## src/rtl/mac_acc_block_pkg.sv

```systemverilog
// Shared constants for the MAC accumulator: cfg encodings, FSM states, lane geometry.
package mac_acc_block_pkg;

  // ovf and carry-kill granularity: one flag per 20-bit accumulator slice
  localparam int unsigned SEG_ACC_W = 20;

  typedef enum logic [1:0] {
    CFG_SINGLE = 2'b00,
    CFG_DUAL   = 2'b01,
    CFG_QUAD   = 2'b10
  } mac_cfg_e;

  typedef enum logic [1:0] {
    ST_IDLE  = 2'b00,
    ST_ACCUM = 2'b01,
    ST_HOLD  = 2'b10
  } mac_state_e;

  // 2'b11 is reserved and behaves as single
  function automatic mac_cfg_e cfg_decode(input logic [1:0] c);
    case (c)
      2'b01:   return CFG_DUAL;
      2'b10:   return CFG_QUAD;
      default: return CFG_SINGLE;
    endcase
  endfunction

endpackage

```

## src/rtl/mac_lane_adder.sv

```systemverilog
// Lane-segmented accumulate add with per-mode carry kill; wraps by default,
// clamps overflowing lanes to all-ones when MAC_ACC_SATURATE_EN is defined.
module mac_lane_adder
  import mac_acc_block_pkg::*;
#(
  parameter int unsigned PROD_W = 64,
  parameter int unsigned ACC_W  = 80
) (
  input  mac_cfg_e                      mode,
  input  logic [ACC_W-1:0]              acc_in,
  input  logic [PROD_W-1:0]             prod,
  output logic [ACC_W-1:0]              sum,
  output logic [ACC_W/SEG_ACC_W-1:0]    lane_ovf
);

  localparam int unsigned NSEG = ACC_W / SEG_ACC_W;
  localparam int unsigned PS   = PROD_W / NSEG;
  localparam int unsigned AS   = SEG_ACC_W;

  logic [ACC_W-1:0] add_single;
  logic [ACC_W-1:0] add_dual;
  logic [ACC_W-1:0] add_quad;
  logic [ACC_W-1:0] addend;
  logic [NSEG-1:0]  cout;

  for (genvar k = 0; k < NSEG; k++) begin : g_single
    assign add_single[k*AS +: AS] = AS'(prod[k*PS +: PS]);
  end

  for (genvar j = 0; j < NSEG/2; j++) begin : g_dual
    assign add_dual[j*2*AS +: 2*AS] = (2*AS)'(prod[j*2*PS +: 2*PS]);
  end

  assign add_quad = ACC_W'(prod);

  always_comb begin
    logic       carry;
    logic       cin;
    logic [AS:0] seg;
    sum      = '0;
    lane_ovf = '0;
    cout     = '0;
    carry    = 1'b0;
    case (mode)
      CFG_DUAL: addend = add_dual;
      CFG_QUAD: addend = add_quad;
      default:  addend = add_single;
    endcase

    for (int unsigned k = 0; k < NSEG; k++) begin
      case (mode)
        CFG_DUAL: cin = (k % 2 == 0) ? 1'b0 : carry;
        CFG_QUAD: cin = (k == 0) ? 1'b0 : carry;
        default:  cin = 1'b0;
      endcase
      seg = {1'b0, acc_in[k*AS +: AS]} + {1'b0, addend[k*AS +: AS]} + {{AS{1'b0}}, cin};
      sum[k*AS +: AS] = seg[AS-1:0];
      cout[k] = seg[AS];
      carry   = seg[AS];
    end

    // a lane overflows on the carry out of its top slice; flag every slice it spans
    for (int unsigned k = 0; k < NSEG; k++) begin
      case (mode)
        CFG_DUAL: lane_ovf[k] = cout[k | 1];
        CFG_QUAD: lane_ovf[k] = cout[NSEG-1];
        default:  lane_ovf[k] = cout[k];
      endcase
    end

`ifdef MAC_ACC_SATURATE_EN
    for (int unsigned k = 0; k < NSEG; k++) begin
      if (lane_ovf[k]) sum[k*AS +: AS] = '1;
    end
`endif
  end

endmodule

```

## src/rtl/mac_acc_block.sv

```systemverilog
// Packed multi-lane MAC accumulator: FSM, beat counter and handshake.
// Optional build macro MAC_ACC_SATURATE_EN selects saturating lanes (default wraps).
module mac_acc_block
  import mac_acc_block_pkg::*;
#(
  parameter int unsigned MAC_CONF_WIDTH = 2,
  parameter int unsigned MAC_MIN_WIDTH  = 8,
  parameter int unsigned MAC_PROD_WIDTH = 8 * MAC_MIN_WIDTH,
  parameter int unsigned MAC_ACC_WIDTH  = 10 * MAC_MIN_WIDTH,
  parameter int unsigned MAC_LEN_WIDTH  = 8
) (
  input  logic                        clk,
  input  logic                        rst,
  input  logic [MAC_CONF_WIDTH-1:0]   cfg,
  input  logic                        in_valid,
  output logic                        in_ready,
  input  logic [MAC_PROD_WIDTH-1:0]   prod,
  input  logic [MAC_LEN_WIDTH-1:0]    acc_len,
  output logic                        out_valid,
  input  logic                        out_ready,
  output logic [MAC_ACC_WIDTH-1:0]    out_data,
  output logic [MAC_ACC_WIDTH/20-1:0] ovf
);

  localparam int unsigned NSEG = MAC_ACC_WIDTH / SEG_ACC_W;

  mac_state_e               state;
  mac_cfg_e                 mode_q;
  mac_cfg_e                 mode_sel;
  logic [MAC_LEN_WIDTH-1:0] len_q;
  logic [MAC_LEN_WIDTH-1:0] len_eff;
  logic [MAC_LEN_WIDTH-1:0] cnt;
  logic [MAC_LEN_WIDTH-1:0] cnt_inc;
  logic [MAC_ACC_WIDTH-1:0] acc_q;
  logic [MAC_ACC_WIDTH-1:0] acc_base;
  logic [MAC_ACC_WIDTH-1:0] sum;
  logic [NSEG-1:0]          ovf_q;
  logic [NSEG-1:0]          lane_ovf;
  logic                     beat;

  assign beat    = in_valid && in_ready;
  assign len_eff = (acc_len == '0) ? MAC_LEN_WIDTH'(1) : acc_len;
  assign cnt_inc = cnt + MAC_LEN_WIDTH'(1);

  // the first beat uses live cfg and an empty accumulator; later beats use the latched mode
  assign mode_sel = (state == ST_IDLE) ? cfg_decode(cfg[1:0]) : mode_q;
  assign acc_base = (state == ST_IDLE) ? '0 : acc_q;

  mac_lane_adder #(
    .PROD_W (MAC_PROD_WIDTH),
    .ACC_W  (MAC_ACC_WIDTH)
  ) u_lane_adder (
    .mode     (mode_sel),
    .acc_in   (acc_base),
    .prod     (prod),
    .sum      (sum),
    .lane_ovf (lane_ovf)
  );

  assign out_data = acc_q;
  assign ovf      = ovf_q;

  always_ff @(posedge clk or negedge rst) begin
    if (!rst) begin
      state     <= ST_IDLE;
      mode_q    <= CFG_SINGLE;
      len_q     <= '0;
      cnt       <= '0;
      acc_q     <= '0;
      ovf_q     <= '0;
      in_ready  <= 1'b0;
      out_valid <= 1'b0;
    end else begin
      case (state)
        ST_IDLE: begin
          in_ready <= 1'b1;
          if (beat) begin
            mode_q <= mode_sel;
            len_q  <= len_eff;
            acc_q  <= sum;
            ovf_q  <= lane_ovf;
            cnt    <= MAC_LEN_WIDTH'(1);
            if (len_eff == MAC_LEN_WIDTH'(1)) begin
              state     <= ST_HOLD;
              in_ready  <= 1'b0;
              out_valid <= 1'b1;
            end else begin
              state <= ST_ACCUM;
            end
          end
        end
        ST_ACCUM: begin
          if (beat) begin
            acc_q <= sum;
            ovf_q <= ovf_q | lane_ovf;
            cnt   <= cnt_inc;
            if (cnt_inc == len_q) begin
              state     <= ST_HOLD;
              in_ready  <= 1'b0;
              out_valid <= 1'b1;
            end
          end
        end
        ST_HOLD: begin
          if (out_ready) begin
            acc_q     <= '0;
            ovf_q     <= '0;
            cnt       <= '0;
            state     <= ST_IDLE;
            out_valid <= 1'b0;
            in_ready  <= 1'b1;
          end
        end
        default: begin
          state     <= ST_IDLE;
          in_ready  <= 1'b1;
          out_valid <= 1'b0;
        end
      endcase
    end
  end

endmodule

```

## config.mk

```make
export PLATFORM = sky130hd
export DESIGN_NAME = mac_acc_block
export DESIGN_NICKNAME = d
export VERILOG_FILES = /design/src/rtl/mac_acc_block_pkg.sv /design/src/rtl/mac_lane_adder.sv /design/src/rtl/mac_acc_block.sv
export SDC_FILE = /design/constraint.sdc
export NUM_CORES = 1
export LEC_CHECK = 0
export ABC_AREA = 1
export CORE_MARGIN = 2
export CORE_UTILIZATION = 60
export DETAILED_ROUTE_END_ITERATION = 7
export PLACE_DENSITY = 0.93
export SLEW_MARGIN = 20
export SYNTH_ARGS = -nofsm -noshare
export SYNTH_HDL_FRONTEND = slang
export SYNTH_SLANG_ARGS = --single-unit
```

## constraint.sdc

```tcl
create_clock -name clk -period 17.29 [get_ports clk]
set_input_delay 3.458 -clock clk [delete_from_list [all_inputs] [get_ports clk]]
set_output_delay 3.458 -clock clk [all_outputs]
set_load 0.05 [all_outputs]
```

==> results of run 1 <==
==> power by group through the flow <==
| stage | registers (mW) | clock network, mW | logic (mW) |
|---|---|---|---|
| 5_1_grt | 0.428 | 0.228 | 2.21 |
| 6_report | 0.419 | 0.219 | 2.03 |
| 3_3_place_gp | 0.417 | 0 | 1.94 |
| 3_5_place_dp | 0.420 | 0 | 1.98 |
| 2_1_floorplan | 0.672 | 0 | 1.20 |
| 4_1_cts | 0.417 | 0.221 | 1.99 |
==> worst min-delay path, delay by kind of cell (launching register included) <==
family / cells / cell delay (ns)
simple gates: 2 / 0.11
flops: 1 / 0.36
==> worst max-delay path by stage <==
stage	from	end	slack (ns)	cells past startpoint
floorplan	cfg[1]	ovf[0]$_DFFE_PN0P_	6.98	46
global placement	cfg[0]	ovf[0]$_DFFE_PN0P_	5.62	46
detailed placement	cfg[1]	ovf[0]$_DFFE_PN0P_	5.20	47
CTS	cfg[0]	ovf[0]$_DFFE_PN0P_	5.57	46
global route	cfg[1]	ovf[0]$_DFFE_PN0P_	4.69	47
finish	cfg[0]	ovf[0]$_DFFE_PN0P_	5.48	46
==> routing by layer <==
metal / up-vias / routed length [um] / share of wire (%) / track usage [%]
met5: - / 0 / 0 / 0
met4: 0 / 1140 / 3.5 / 14.5
met3: 100 / 3300 / 10 / 7.20
met2: 638 / 14300 / 44 / 57.0
met1: 5136 / 14100 / 43 / 51.9
li1: 5396 / - / - / -
==> cell usage after synthesis (15+ instances only) <==
library cell  instances  area share [%]
o21ai_0             107             5.4
a21oi_1              97             4.9
nand2_1             387              15
o21ai_1              36             1.8
dfrtp_1             106              27
nand3_1              82             4.1
nor2_1              187             7.0
ha_1                 80              10
nor3_1               18            0.90
inv_1               256             9.6
nand4_1              15            0.94
buf_2                17            0.85
o22ai_1              71             4.5
==> through the flow <==
| step | utilization (%) | cell area, um2 | total power, mW |
|---|---|---|---|
| 5_1_grt | 73.3 | 12000 | 2.87 |
| 3_5_place_dp | 71.5 | 11700 | 2.40 |
| 3_3_place_gp | 71.5 | 11700 | 2.36 |
| 4_1_cts | 73.3 | 12000 | 2.63 |
| 2_1_floorplan | - | 9970 | 1.87 |
| 6_report | 73.3 | 12000 | 2.67 |
==> state kept, by name, indices dropped and copies added, names as in the netlist <==
register	cells
state	2
len_q	8
ovf	4
mode_q	2
out_valid	1
out_data	80
cnt	8
in_ready	1
==> layout make-up <==
class	instances	area [um2]
clock inverters	7	78.8
flip-flops and latches	106	2650
fillers	1338	4380
repair buffers	169	1670
multi-input cells	1158	6140
well taps	220	275
inverters	261	980
clock buffers	9	225
==> cell families (layout without fill, tap and decap cells) <==
| group | Yosys count | count (layout) | synth area share (%) |
|---|---|---|---|
| buf+inv | 299 | 446 | 11.8 |
| simple gates | 708 | 708 | 29.1 |
| fa+ha+maj | 87 | 87 | 11.4 |
| compound gates | 348 | 348 | 19.7 |
| flops | 106 | 106 | 26.6 |
| xor+xnor | 15 | 15 | 1.32 |
==> metrics.md, run 1 <==
| Metric | Value |
|---|---|
| Status | finished clean |
| Max-cap violations | 0 |
| Unique masters post-synth | 45 |
| Final wirelength | 32900 um |
| Final net count | 1870 |
| Fmax | 84.7 MHz |
| CTS Buf Count | 9 |
| Clock skew | 0.0139 ns |
| Core area | 16400 um2 |
| Layout cell share with drive strength beyond 1 | 2.87% |
| Final period util | 68.3% |
| ANT cells | 0 |
| Worst setup margin | 5.48 ns |
| Layout area overhead | 20.6% |
| Most frequent cells in the layout | 387 x nand2_1, 256 x inv_1, 187 x nor2_1 |
| Cells after Synth | 1563 |
| Routed Antenna Nets | 0 |
| Pleak | 6.17 nW |
| Buf/Inv on CP | 8 |
| Worst setup EP type | register |
| First drt pass iteration count | 8 |
| Hold Buf Count CTS | 0 |
| Remaining DRCs | 0 |
| Post-CTS Setup Bufs | 0 |
| Min-delay src | out_valid$_DFFE_PN0P_ |
| Critical Path AT | 12.07 ns |
| Min Hold Slack | 0.506 ns |
| Hold Crit Endpoint | out_valid$_DFFE_PN0P_ |
| Avg Cell Area, Syn | 6.38 um2 |
| Sequential power share | 15.7% |
| Antenna violations before repair | 0 |
| Reg2reg path depth | 48 |
| Max VDD drop | 0.141 mV |
| Reg-to-reg endpoint | ovf[0]$_DFFE_PN0P_ |
| Req. time, crit path | 17.55 ns |
| Worst slew pin tran | 1.12 ns |
| YS warnings | 0 |
| CP max stage cell | ha_1 |
| Detailed placement HPWL | 25200 um |
| IO Pins | 164 |
| Hold Crit Depth | 2 |
| Sequential area share after synthesis | 26.6% |
| Clock share of power | 8.2% |
| Die width | 133 um |
| WS Path Type | in -> reg |
| Post-route minimum period | 11.81 ns |
| Delay-heaviest family, CP | adder cells |
| Starting Density | 60.8% |
| Number of buffers added on ports | 163 |
| Largest net degree at the start of global routing | 63 |
| Max stage delay on crit path | 0.57 ns |
| Die area | 17700 um2 |
| Root Buffer | clkbuf_16 |
| Gp weighted congestion | 1.01 |
| Slew HR | 24.6% |
| Finished Layout Cells | 1930 |
| Clock transition at path regs | 0.09 ns |
| CTS H-tree lvls | 3 |
| P_sw | 1.58 mW |
| Drt initial violations | 1519 |
| Clock sinks | 106 |
| Reg2reg setup slack | 6.90 ns |
| Reg2reg start | state[0]$_DFFE_PN0P_ |
| Final Hold Vio Count | 0 |
| Die Height | 133 um |
| Inst Count DP | 1914 |
| Element type at the critical path start | primary input |
| Most common cell after layout, fill and taps aside | nand2_1 |
| Detailed-route via count | 11300 |
| Post-synth EDFFs | 0 |
| First-pass GRT wire length | 52700 um |
| Comb pwr share | 76.1% |
| Overall routing resource usage | 37.2% |
| Worst skew pair latency | 0.37 ns |
| Setup Slack @ Placement | 5.20 ns |
| Vias in the first global route | 10600 |
| Predominant post-synthesis flop cell | dfrtp_1 |
| RSZ-0062 raised after global routing | false |
| Overflow after GRT | 0 |
| CTS tree | built |
| Wire length per cell | 17.0 um |
| Vias per std cell | 5.84 |
| Most used cell, CP | nand2_1 |
| Final Slew Violations | 0 |
| Final setup viols | 0 |
| P_int | 1.09 mW |
| Pwr/cell area | 222 nW/um2 |
| Syn Nets | 1728 |
| Largest fanout on the critical path | 16 |
| Clock Path Buffers | 2 |
| Core Rows | 47 |
| CTS resizes | 0 |
| Setup TNS | 0 ns |
| Sw Share | 59.3% |
| Mapped Area | 9970 um2 |
| Asr flop ratio synth | 100% |
| Seq cells post-synth | 106 |
| Hold Path Class | reg -> reg |
Note: power is estimated with default switching activity, not from simulation.
==> run 2: changes to the inputs <==
--- a/config.mk
+++ b/config.mk
@@ -7,9 +7,9 @@
 export LEC_CHECK = 0
 export ABC_AREA = 1
 export CORE_MARGIN = 2
-export CORE_UTILIZATION = 60
+export CORE_UTILIZATION = 50
 export DETAILED_ROUTE_END_ITERATION = 7
-export PLACE_DENSITY = 0.93
+export PLACE_DENSITY = 0.84
 export SLEW_MARGIN = 20
 export SYNTH_ARGS = -nofsm -noshare
 export SYNTH_HDL_FRONTEND = slang
==> constraint.sdc (replaced) <==
create_clock -name clk -period 10.5 [get_ports clk]
set_input_delay 2.1 -clock clk [delete_from_list [all_inputs] [get_ports clk]]
set_output_delay 2.1 -clock clk [all_outputs]
set_load 0.05 [all_outputs]
==> run 2 against run 1 <==
Against the previous run: combinational power grew 63%; non-clock buffer count grew 2; critical path depth shrank 1; critical endpoint unchanged.
==> metrics.md, run 2 (synthesis gave the netlist of run 1 again) <==
| Metric | Value |
|---|---|
| Vias per std cell | 5.54 (-5.1%) |
| Overflow after GRT | 0 (unchanged) |
| Drt initial violations | 958 (-37%) |
| Element type at the critical path start | primary input |
| CTS resizes | 0 (unchanged) |
| CP max stage cell | ha_1 |
| Pleak | 6.19 nW (+0.21%) |
| Finished layout cell area | 12100 um2 (+0.72%) |
| Pwr/cell area | 361 nW/um2 (+63%) |
| Final period util | 94.0% |
| Worst setup EP type | register |
| Clock transition at path regs | 0.08 ns (about the same) |
| Final net count | 1872 (+0.11%) |
| Finished Layout Cells | 1977 (+2.4%) |
| Most common cell after layout, fill and taps aside | nand2_1 |
| ANT cells | 0 (unchanged) |
| Worst slew pin tran | 1.09 ns (-0.0338 ns) |
| Hold Buf Count CTS | 0 (unchanged) |
| Most frequent cells in the layout | 387 x nand2_1, 256 x inv_1, 186 x nor2_1 |
| Die width | 145 um (+9.3%) |
| Inst Count DP | 1961 (+2.5%) |
| Vias in the first global route | 10600 (-0.16%) |
| Detailed placement HPWL | 25000 um (-0.99%) |
| Root Buffer | clkbuf_16 |
| Min Hold Slack | 0.508 ns (+0.00170 ns) |
| Routed Antenna Nets | 0 (unchanged) |
| Die Height | 145 um (+9.3%) |
| First drt pass iteration count | 6 (-2) |
| Buf/Inv on CP | 7 (-1) |
| Core area | 19500 um2 (+19%) |
| Placed cell area | 11800 um2 (+0.61%) |
| CTS Buf Count | 9 (unchanged) |
| RSZ-0062 raised after global routing | false |
| Overall routing resource usage | 30.5% (-6.7 points) |
| Max reg flops | 80 (unchanged) |
| Final Hold Vio Count | 0 (unchanged) |
| Wire length per cell | 16.2 um (-4.7%) |
| Gp weighted congestion | 0.982 (-2.9%) |
| Largest net degree at the start of global routing | 71 (+13%) |
| Final Slew Violations | 0 (unchanged) |
| Layout area overhead | 21.5% |
| Req. time, crit path | 10.76 ns (-6.79 ns) |
| Most used cell, CP | nand2_1 |
| Die area | 21100 um2 (+19%) |
| Final setup viols | 0 (unchanged) |
| Detailed-route via count | 11000 (-2.8%) |
| Largest fanout on the critical path | 13 (-3) |
| Remaining DRCs | 0 (unchanged) |
| Fmax | 101 MHz |
| Clock sinks | 106 (unchanged) |
| Max-cap violations | 0 (unchanged) |
| Critical Path AT | 10.13 ns (-1.94 ns) |
| CTS tree | built |
| Delay-heaviest family, CP | adder cells |
| Starting Density | 51.1% (-9.7 points) |
| Max stage delay on crit path | 0.53 ns (-0.04 ns) |
| Final core occ | 62.0% (-11 points) |
| Worst skew pair latency | 0.37 ns (about the same) |
| Number of buffers added on ports | 163 (unchanged) |
| Slew HR | 26.8% (+2.3 points) |
| Post-CTS Setup Bufs | 0 (unchanged) |
| IO Pins | 164 (unchanged) |
| Max VDD drop | 0.181 mV (+29%) |
| First-pass GRT wire length | 52600 um (-0.30%) |
| CTS H-tree lvls | 3 (unchanged) |
| Final wirelength | 32100 um (-2.4%) |
| Post-route minimum period | 9.87 ns |
| Layout cell share with drive strength beyond 1 | 3.04% (+0.17 points) |
| Hold Path Class | reg -> reg |
| Core Rows | 51 (+8.5%) |
| WS Path Type | in -> reg |
| Status | finished clean |
| Setup TNS | 0 ns (unchanged) |
| Clock Path Buffers | 2 (unchanged) |
| Clock skew | 0.00592 ns (-0.00800 ns) |
| Antenna violations before repair | 0 (unchanged) |
==> run 2: worst min-delay path: cells and delay by family, from the launching register on <==
| kind | cells | cell delay (ns) |
|---|---|---|
| compound gates | 1 | 0.07 |
| flops | 1 | 0.35 |
| simple gates | 1 | 0.05 |
==> run 2: final timing paths <==
check | depth (start not counted) | from | endpoint | slack (ns)
setup / recovery | 45 | cfg[0] | ovf[0]$_DFFE_PN0P_ | 0.63
hold / removal | 2 | mode_q[1]$_DFFE_PN0P_ | mode_q[1]$_DFFE_PN0P_ | 0.51
setup reg to reg | 46 | state[0]$_DFFE_PN0P_ | ovf[0]$_DFFE_PN0P_ | 1.75
hold reg to reg | 2 | mode_q[1]$_DFFE_PN0P_ | mode_q[1]$_DFFE_PN0P_ | 0.51
max in group asynchronous | 2 | rst | len_q[3]$_DFFE_PN0P_ | 7.51
min in group asynchronous | 1 | rst | out_data[0]$_DFFE_PN0P_ | 1.68
==> run 2: power breakdown <==
group / leakage (nW) / internal [mW] / switching (mW)
sequential: 1.37 / 0.579 / 0.115
clock: 0.152 / 0.192 / 0.186
combinational: 4.66 / 1.04 / 2.26
total: 6.19 / 1.81 / 2.56
==> run 2: metal layers <==
layer | vias up | track usage (%) | routed length, um
li1 | 5387 | - | -
met1 | 5042 | 40.7 | 14200
met2 | 459 | 49.9 | 14600
met3 | 68 | 4.59 | 2320
met4 | 0 | 11.5 | 973
met5 | - | 0 | 0
==> run 2: final cells by class <==
| class | instances | area, um2 |
|---|---|---|
| clock buffer | 9 | 225 |
| clock inverter | 7 | 91.3 |
| fill | 1860 | 7410 |
| inverter | 261 | 980 |
| multi-input combinational | 1158 | 6150 |
| sequential | 106 | 2650 |
| tap | 265 | 332 |
| timing repair buffer | 171 | 1690 |
==> run 2: metrics by stage <==
stage	worst slack [ns]	power, mW
floorplan	1.55	3.08
global placement	0.542	3.89
detailed placement	0.226	3.94
CTS	0.582	4.33
global route	0.0449	4.74
finish	0.631	4.37
==> run 3: changes to the inputs <==
--- a/config.mk
+++ b/config.mk
@@ -8,6 +8,7 @@
 export ABC_AREA = 1
 export CORE_MARGIN = 2
 export CORE_UTILIZATION = 50
+export CTS_BUF_LIST = sky130_fd_sc_hd__clkbuf_16
 export DETAILED_ROUTE_END_ITERATION = 7
 export PLACE_DENSITY = 0.84
 export SLEW_MARGIN = 20
==> constraint.sdc (replaced) <==
create_clock -name clk -period 9 [get_ports clk]
set_input_delay 1.8 -clock clk [delete_from_list [all_inputs] [get_ports clk]]
set_output_delay 1.8 -clock clk [all_outputs]
set_load 0.05 [all_outputs]
==> run 3 against run 2 <==
Against the previous run: die area did not move; clock power rose by 13%; sequential cell count did not move; global-route usage rose by 0.36 points; core utilization rose by 0.94 points; first-iteration DRC count rose by 1.1%; count of clock-buffer cells in the layout did not move; cell count rose by 1.1%; combinational power rose by 20%; hold slack got worse by 0.025 ns; power rose by 19%; largest power group unchanged; highest routed layer unchanged.
==> metrics.md, run 3 (synthesis gave the netlist of run 1 again) <==
| Metric | Value |
|---|---|
| Status | finished clean |
| Delay-heaviest family, CP | adder cells |
| Hold Path Class | reg -> reg |
| Sequential Area | 2650 um2 (unchanged) |
| Final Slew Violations | 0 (unchanged) |
| Worst slew pin tran | 1.11 ns (+0.0155 ns) |
| Die width | 145 um (unchanged) |
| Slew HR | 25.8% (-1.0 points) |
| Footprint of the multi-input gates | 6180 um2 (+0.57%) |
| Pleak | 6.29 nW (+1.7%) |
| Final core occ | 63.0% (+0.94 points) |
| Max stage delay on crit path | 0.47 ns (-0.06 ns) |
| Clock Path Buffers | 2 (unchanged) |
| First drt pass iteration count | 5 (-1) |
| Remaining DRCs | 0 (unchanged) |
| Die Height | 145 um (unchanged) |
| Element type at the critical path start | primary input |
| Largest fanout on the critical path | 6 (-7) |
| Fmax | 119 MHz |
| Detailed placement HPWL | 25700 um (+3.0%) |
| Core area | 19500 um2 (unchanged) |
| Final net count | 1894 (+1.2%) |
| Number of buffers added on ports | 163 (unchanged) |
| Fill count | 1861 (+0.054%) |
| Root Buffer | clkbuf_16 |
| CTS H-tree lvls | 3 (unchanged) |
| Req. time, crit path | 9.25 ns (-1.51 ns) |
| Final wirelength | 33200 um (+3.4%) |
| Max-cap violations | 0 (unchanged) |
| Comb pwr share | 76.1% (+0.6 points) |
| Pwr/cell area | 422 nW/um2 (+17%) |
| Starting Density | 51.1% (unchanged) |
| Critical Path AT | 8.67 ns (-1.46 ns) |
| WS Path Type | in -> reg |
| CTS tree | built |
| Hold Buf Count CTS | 0 (unchanged) |
| Final setup viols | 0 (unchanged) |
| Clock sinks | 106 (unchanged) |
| Final period util | 93.6% |
| Antenna violations before repair | 0 (unchanged) |
| First-pass GRT wire length | 53200 um (+1.2%) |
| Max VDD drop | 0.275 mV (+52%) |
| Layout area overhead | 23.3% |
| Vias in the first global route | 10700 (+0.68%) |
| Detailed-route via count | 11200 (+2.1%) |
| Vias per std cell | 5.59 (+0.93%) |
| P_int | 2.17 mW (+19%) |
| Sequential power share | 15.7% (-0.2 points) |
| Die area | 21100 um2 (unchanged) |
| Worst setup EP type | register |
| Overflow after GRT | 0 (unchanged) |
| Total power | 5.19 mW (+19%) |
| Clock share of power | 8.2% (-0.5 points) |
| Post-route minimum period | 8.43 ns |
| ANT cells | 0 (unchanged) |
| Drt initial violations | 969 (+1.1%) |
| Routed Antenna Nets | 0 (unchanged) |
| Wire length per cell | 16.6 um (+2.3%) |
| Sw Share | 58.2% (-0.31 points) |
| Most used cell, CP | nand2_1 |
| P_sw | 3.02 mW (+18%) |
| CTS Buf Count | 9 (unchanged) |
| IO Pins | 164 (unchanged) |
| Layout cell share with drive strength beyond 1 | 4.73% (+1.7 points) |
| Most common cell after layout, fill and taps aside | nand2_1 |
| Core Rows | 51 (unchanged) |
| Max reg flops | 80 (unchanged) |
| Gp weighted congestion | 0.979 (-0.30%) |
| Final Hold Vio Count | 0 (unchanged) |
| Overall routing resource usage | 30.8% (+0.36 points) |
| Buf/Inv on CP | 8 (+1) |
| Finished Layout Cells | 1999 (+1.1%) |
| Clock transition at path regs | 0.08 ns (about the same) |
| Inst Count DP | 1982 (+1.1%) |
| Largest net degree at the start of global routing | 72 (+1.4%) |
| CP max stage cell | clkdlybuf4s50_1 |
| Most frequent cells in the layout | 385 x nand2_1, 256 x inv_1, 187 x nor2_1 |
| Worst skew pair latency | 0.36 ns (about the same) |
| Clock skew | 0.0103 ns (+0.00440 ns) |
run 3: cell types whose count changed in the layout (fill, tap and decap cells not counted), moves of 2 or more:
cell / before / now
nand2_1: 387 / 385
clkinv_2: 0 / 2
o21ai_0: 107 / 105
fa_2: 0 / 3
fa_1: 7 / 4
nand2_2: 1 / 3
buf_4: 9 / 31
run 3: metrics by stage:
stage,TNS [ns],cell area [um2],hold WS [ns],setup slack [ns]
after floorplan,0,9970,0.455,0.351
after global placement,0,12000,0.459,0.130
after detailed placement,-0.193,12000,0.465,-0.129
after CTS,0,12300,0.488,0.202
after global routing,-0.00811,12300,0.525,-0.00811
final,0,12300,0.484,0.573
run 3: final cells by class:
class                   count  share of cell area, %
multi-input cells        1158                   50.3
well taps                 265                   2.70
clock inverters             7                  0.600
clock buffers               9                   1.83
flip-flops and latches    106                   21.6
repair buffers            193                   15.1
inverters                 261                   7.97
run 3: path summary, 6_finish.rpt:
| path | startpoint | endpoint | slack, ns | cells past startpoint |
|---|---|---|---|---|
| worst max-delay path | cfg[1] | ovf[0]$_DFFE_PN0P_ | 0.57 | 46 |
| worst min-delay path | out_valid$_DFFE_PN0P_ | out_valid$_DFFE_PN0P_ | 0.48 | 2 |
| worst max register to register | state[1]$_DFFE_PN0P_ | ovf[0]$_DFFE_PN0P_ | 1.37 | 47 |
| worst min register to register | out_valid$_DFFE_PN0P_ | out_valid$_DFFE_PN0P_ | 0.48 | 2 |
| max in group asynchronous | rst | out_data[19]$_DFFE_PN0P_ | 6.22 | 2 |
| min in group asynchronous | rst | out_data[0]$_DFFE_PN0P_ | 1.40 | 1 |
run 3: power groups by stage:
stage | Combinational, mW | Sequential [mW] | Clock (mW)
floorplan | 2.30 | 1.29 | 0
global placement | 3.79 | 0.811 | 0
detailed placement | 3.86 | 0.817 | 0
CTS | 3.88 | 0.811 | 0.429
global route | 4.32 | 0.832 | 0.443
finish | 3.95 | 0.813 | 0.427
run 3: routing by layer:
metal  vias to the layer above  share of wire, %  track usage (%)
met5                         -                 0                0
met4                         0               4.0             13.3
met1                      5109                42             40.8
met2                       542                46             50.6
li1                       5440                 -                -
met3                        90               8.2             4.06
run 3: worst reg2reg max path, delay by kind of cell (launching register included):
family	cells	cell delay, ns
DFF	1	0.42
and+or+nand+nor	24	2.22
AOI/OAI and AO/OA	6	0.67
buffers and inverters	8	0.83
adders and majority gates	9	3.41
run 3: repair_timing:
item,CTS,global route
gates resized for setup,0,12
setup endpoints to repair,0,11
buffers inserted,0,1
==> patch, RTL diff (settings of run 1) <==
The 3 values of `mac_cfg_e` get a one-hot encoding in 3 bits.
--- a/src/rtl/mac_acc_block_pkg.sv
+++ b/src/rtl/mac_acc_block_pkg.sv
@@ -4,10 +4,10 @@
   // ovf and carry-kill granularity: one flag per 20-bit accumulator slice
   localparam int unsigned SEG_ACC_W = 20;
 
-  typedef enum logic [1:0] {
-    CFG_SINGLE = 2'b00,
-    CFG_DUAL   = 2'b01,
-    CFG_QUAD   = 2'b10
+  typedef enum logic [2:0] {
+    CFG_SINGLE = 3'b001,
+    CFG_DUAL   = 3'b010,
+    CFG_QUAD   = 3'b100
   } mac_cfg_e;
 
   typedef enum logic [1:0] {
Function: no difference found for any inputs over 4 cycles, from zero or initial values and one cycle with rst low; so few cycles prove little.
==> patch against run 1 <==
  * Non-clock buffer count is 2 lower
  * Design area grew 0.99%
  * Critical endpoint unchanged
  * Sequential share of layout area about the same
  * Area after synthesis increased by 1.7%
  * Setup slack worse by 0.45 ns
  * Routed wire length is 0.36% lower
  * Sequential cell count up 1
  * Count of clock-buffer cells in the layout is the same
Power is not shown: default switching activity piles up to over one toggle a cycle in this logic, so the estimate is an artifact.
==> patch: results (changes against run 1) <==
Global routing:
- The number of antenna violations at the first check in global routing is 0 (unchanged).
- The via count of the first global-routing pass is 10,300 (-2.7%).
- The global-route wire length before repair is 52,700 um (about the same).
- The overall routing resource usage is 36.8% (-0.37 points).
- The maximum number of pins on one net before global-route repair is 59 (-6.3%).

Setup path:
- The maximum fanout count along the critical path is 29 (+13).
- The count of cells along the worst register-to-register path was 46 (-4.2%).
- The critical path's largest stage delay was 0.50 ns (-0.07 ns).
- The cell with the largest stage delay on the worst path is nand2_2.
- The data arrival time at the worst-slack endpoint is 12.51 ns (+0.44 ns).

Clock network:
- The post-cts repair resize count was 0 (unchanged).
- Clock-pin slew was measured on the worst setup and hold paths at 0.08 ns.
- The depth of the CTS H-tree is 3 (unchanged).
- The number of buffers inserted to repair setup after CTS was 0 (unchanged).
- The number of CTS-inserted buffers came to 9 (unchanged).
- Clock tree synthesis selected as its root buffer the cell clkbuf_16.
- The clock latency on the worst-skew pair is 0.37 ns (about the same).
- The maximum clock path buffer count is 2 (unchanged).

Cells and area:
- The fraction of layout instances using a drive strength above 1 is 3.79% (+0.92 points).
- The number of nets in the final layout was 1,875 (+0.27%).
- The filler cell count in the final layout is 1,400 (+4.6%).
- The flip-flop count of the largest register after layout is 80 (unchanged).
- The number of antenna cells inserted came to 0 (unchanged).

Place:
- The detailed placement HPWL was 25,300 um (+0.34%).
- The global placement routability congestion came to 1.02 (+1.0%).
- The port buffer count is 163 (unchanged).
- The worst-case setup slack after placement came to 4.78 ns (-0.422 ns).

Yosys:
- By area the synthesized netlist is led by dfrtp_1, nand2_1, ha_1, inv_1, nor2_1.
- The sequential element share of the synthesized area is 26.4% (-0.19 points).
- The number of distinct standard cells referenced by the synthesized netlist is 47 (+4.4%).
- The post-synthesis async set-or-reset flop share is 100% (unchanged).
- Counting instances in the post-synthesis netlist gives the leading cell types as nand2_1, inv_1, nor2_1.
- The net count of the mapped netlist is 1,736 (+0.46%).
- The yosys synthesis warning count is 0 (unchanged).

Routing:
- The violation count after the first detailed-routing iteration is 1,135 (-25%).
- The iteration count of the initial detailed-routing pass is 6 (-2).
- The average wire length per cell after detail routing is 16.9 um (-0.62%).
- The via density per instance came to 5.76 (-1.4%).

Timing:
- The setup total negative slack is 0 ns (unchanged).
- The worst clock skew on the final layout is 0.0138 ns (-0.0000843 ns).
- The relative max-transition margin is 42.8% (+18 points).

Hold path:
- The number of cells on the worst hold path is 2 (unchanged).
- The path class of the lowest-slack min-delay path is flip-flop to flip-flop.

Status:
- The run finished with clean final reports.
[patch: layer usage]
| metal | global-route usage, % | wire length [um] | up-vias | part of all wire (%) |
|---|---|---|---|---|
| met5 | 0 | 0 | - | 0 |
| met4 | 11.4 | 815 | 0 | 2.5 |
| met3 | 5.48 | 3080 | 74 | 9.4 |
| met2 | 56.5 | 14400 | 571 | 44 |
| met1 | 53.8 | 14400 | 5083 | 44 |
| li1 | - | - | 5418 | - |
[patch: through the flow]
step	cell area [um2]	std cells	hold WS (ns)	util, %
after detailed placement	11800	1919	0.477	71.4
after CTS	12100	1935	0.497	73.3
final	12100	1935	0.496	73.3
after floorplan	10100	1571	0.466	-
after global routing	12100	1935	0.538	73.3
after global placement	11800	1919	0.459	71.4
[patch: critical path, delay by kind of cell]
| family | cells | cell delay (ns) |
|---|---|---|
| simple gates | 28 | 3.68 |
| fa+ha+maj | 8 | 3.35 |
| compound gates | 4 | 0.53 |
| buf+inv | 8 | 1.46 |
[patch: worst paths after layout]
check	startpoint	slack (ns)	endpoint
setup / recovery	cfg[0]	5.03	ovf[0]$_DFFE_PN0P_
hold / removal	out_valid$_DFFE_PN0P_	0.50	out_valid$_DFFE_PN0P_
setup reg to reg	state[1]$_DFFE_PN0P_	7.77	ovf[0]$_DFFE_PN0P_
hold reg to reg	out_valid$_DFFE_PN0P_	0.50	out_valid$_DFFE_PN0P_
max in group asynchronous	rst	12.94	out_data[32]$_DFFE_PN0P_
min in group asynchronous	rst	3.09	len_q[6]$_DFFE_PN0P_
[patch: layout make-up]
cell class,instances,area [um2],share of cell area (%)
repair buffers,167,1660,13.7
multi-input cells,1181,6300,51.9
flip-flops and latches,107,2680,22.1
clock buffers,9,225,1.85
inverters,244,921,7.58
well taps,220,275,2.27
clock inverters,7,83.8,0.690
[patch: cell families (layout without fill, tap and decap cells)]
logic type                 after synthesis  in the layout  share of synthesized area (%)
xor gates and xnor gates                17             17                           1.47
buffers and inverters                  283            427                           11.6
adders and majority gates               87             87                           11.2
AOI/OAI and AO/OA                      359            359                           20.0
DFF                                    107            107                           26.4
and+or+nand+nor                        718            718                           29.3
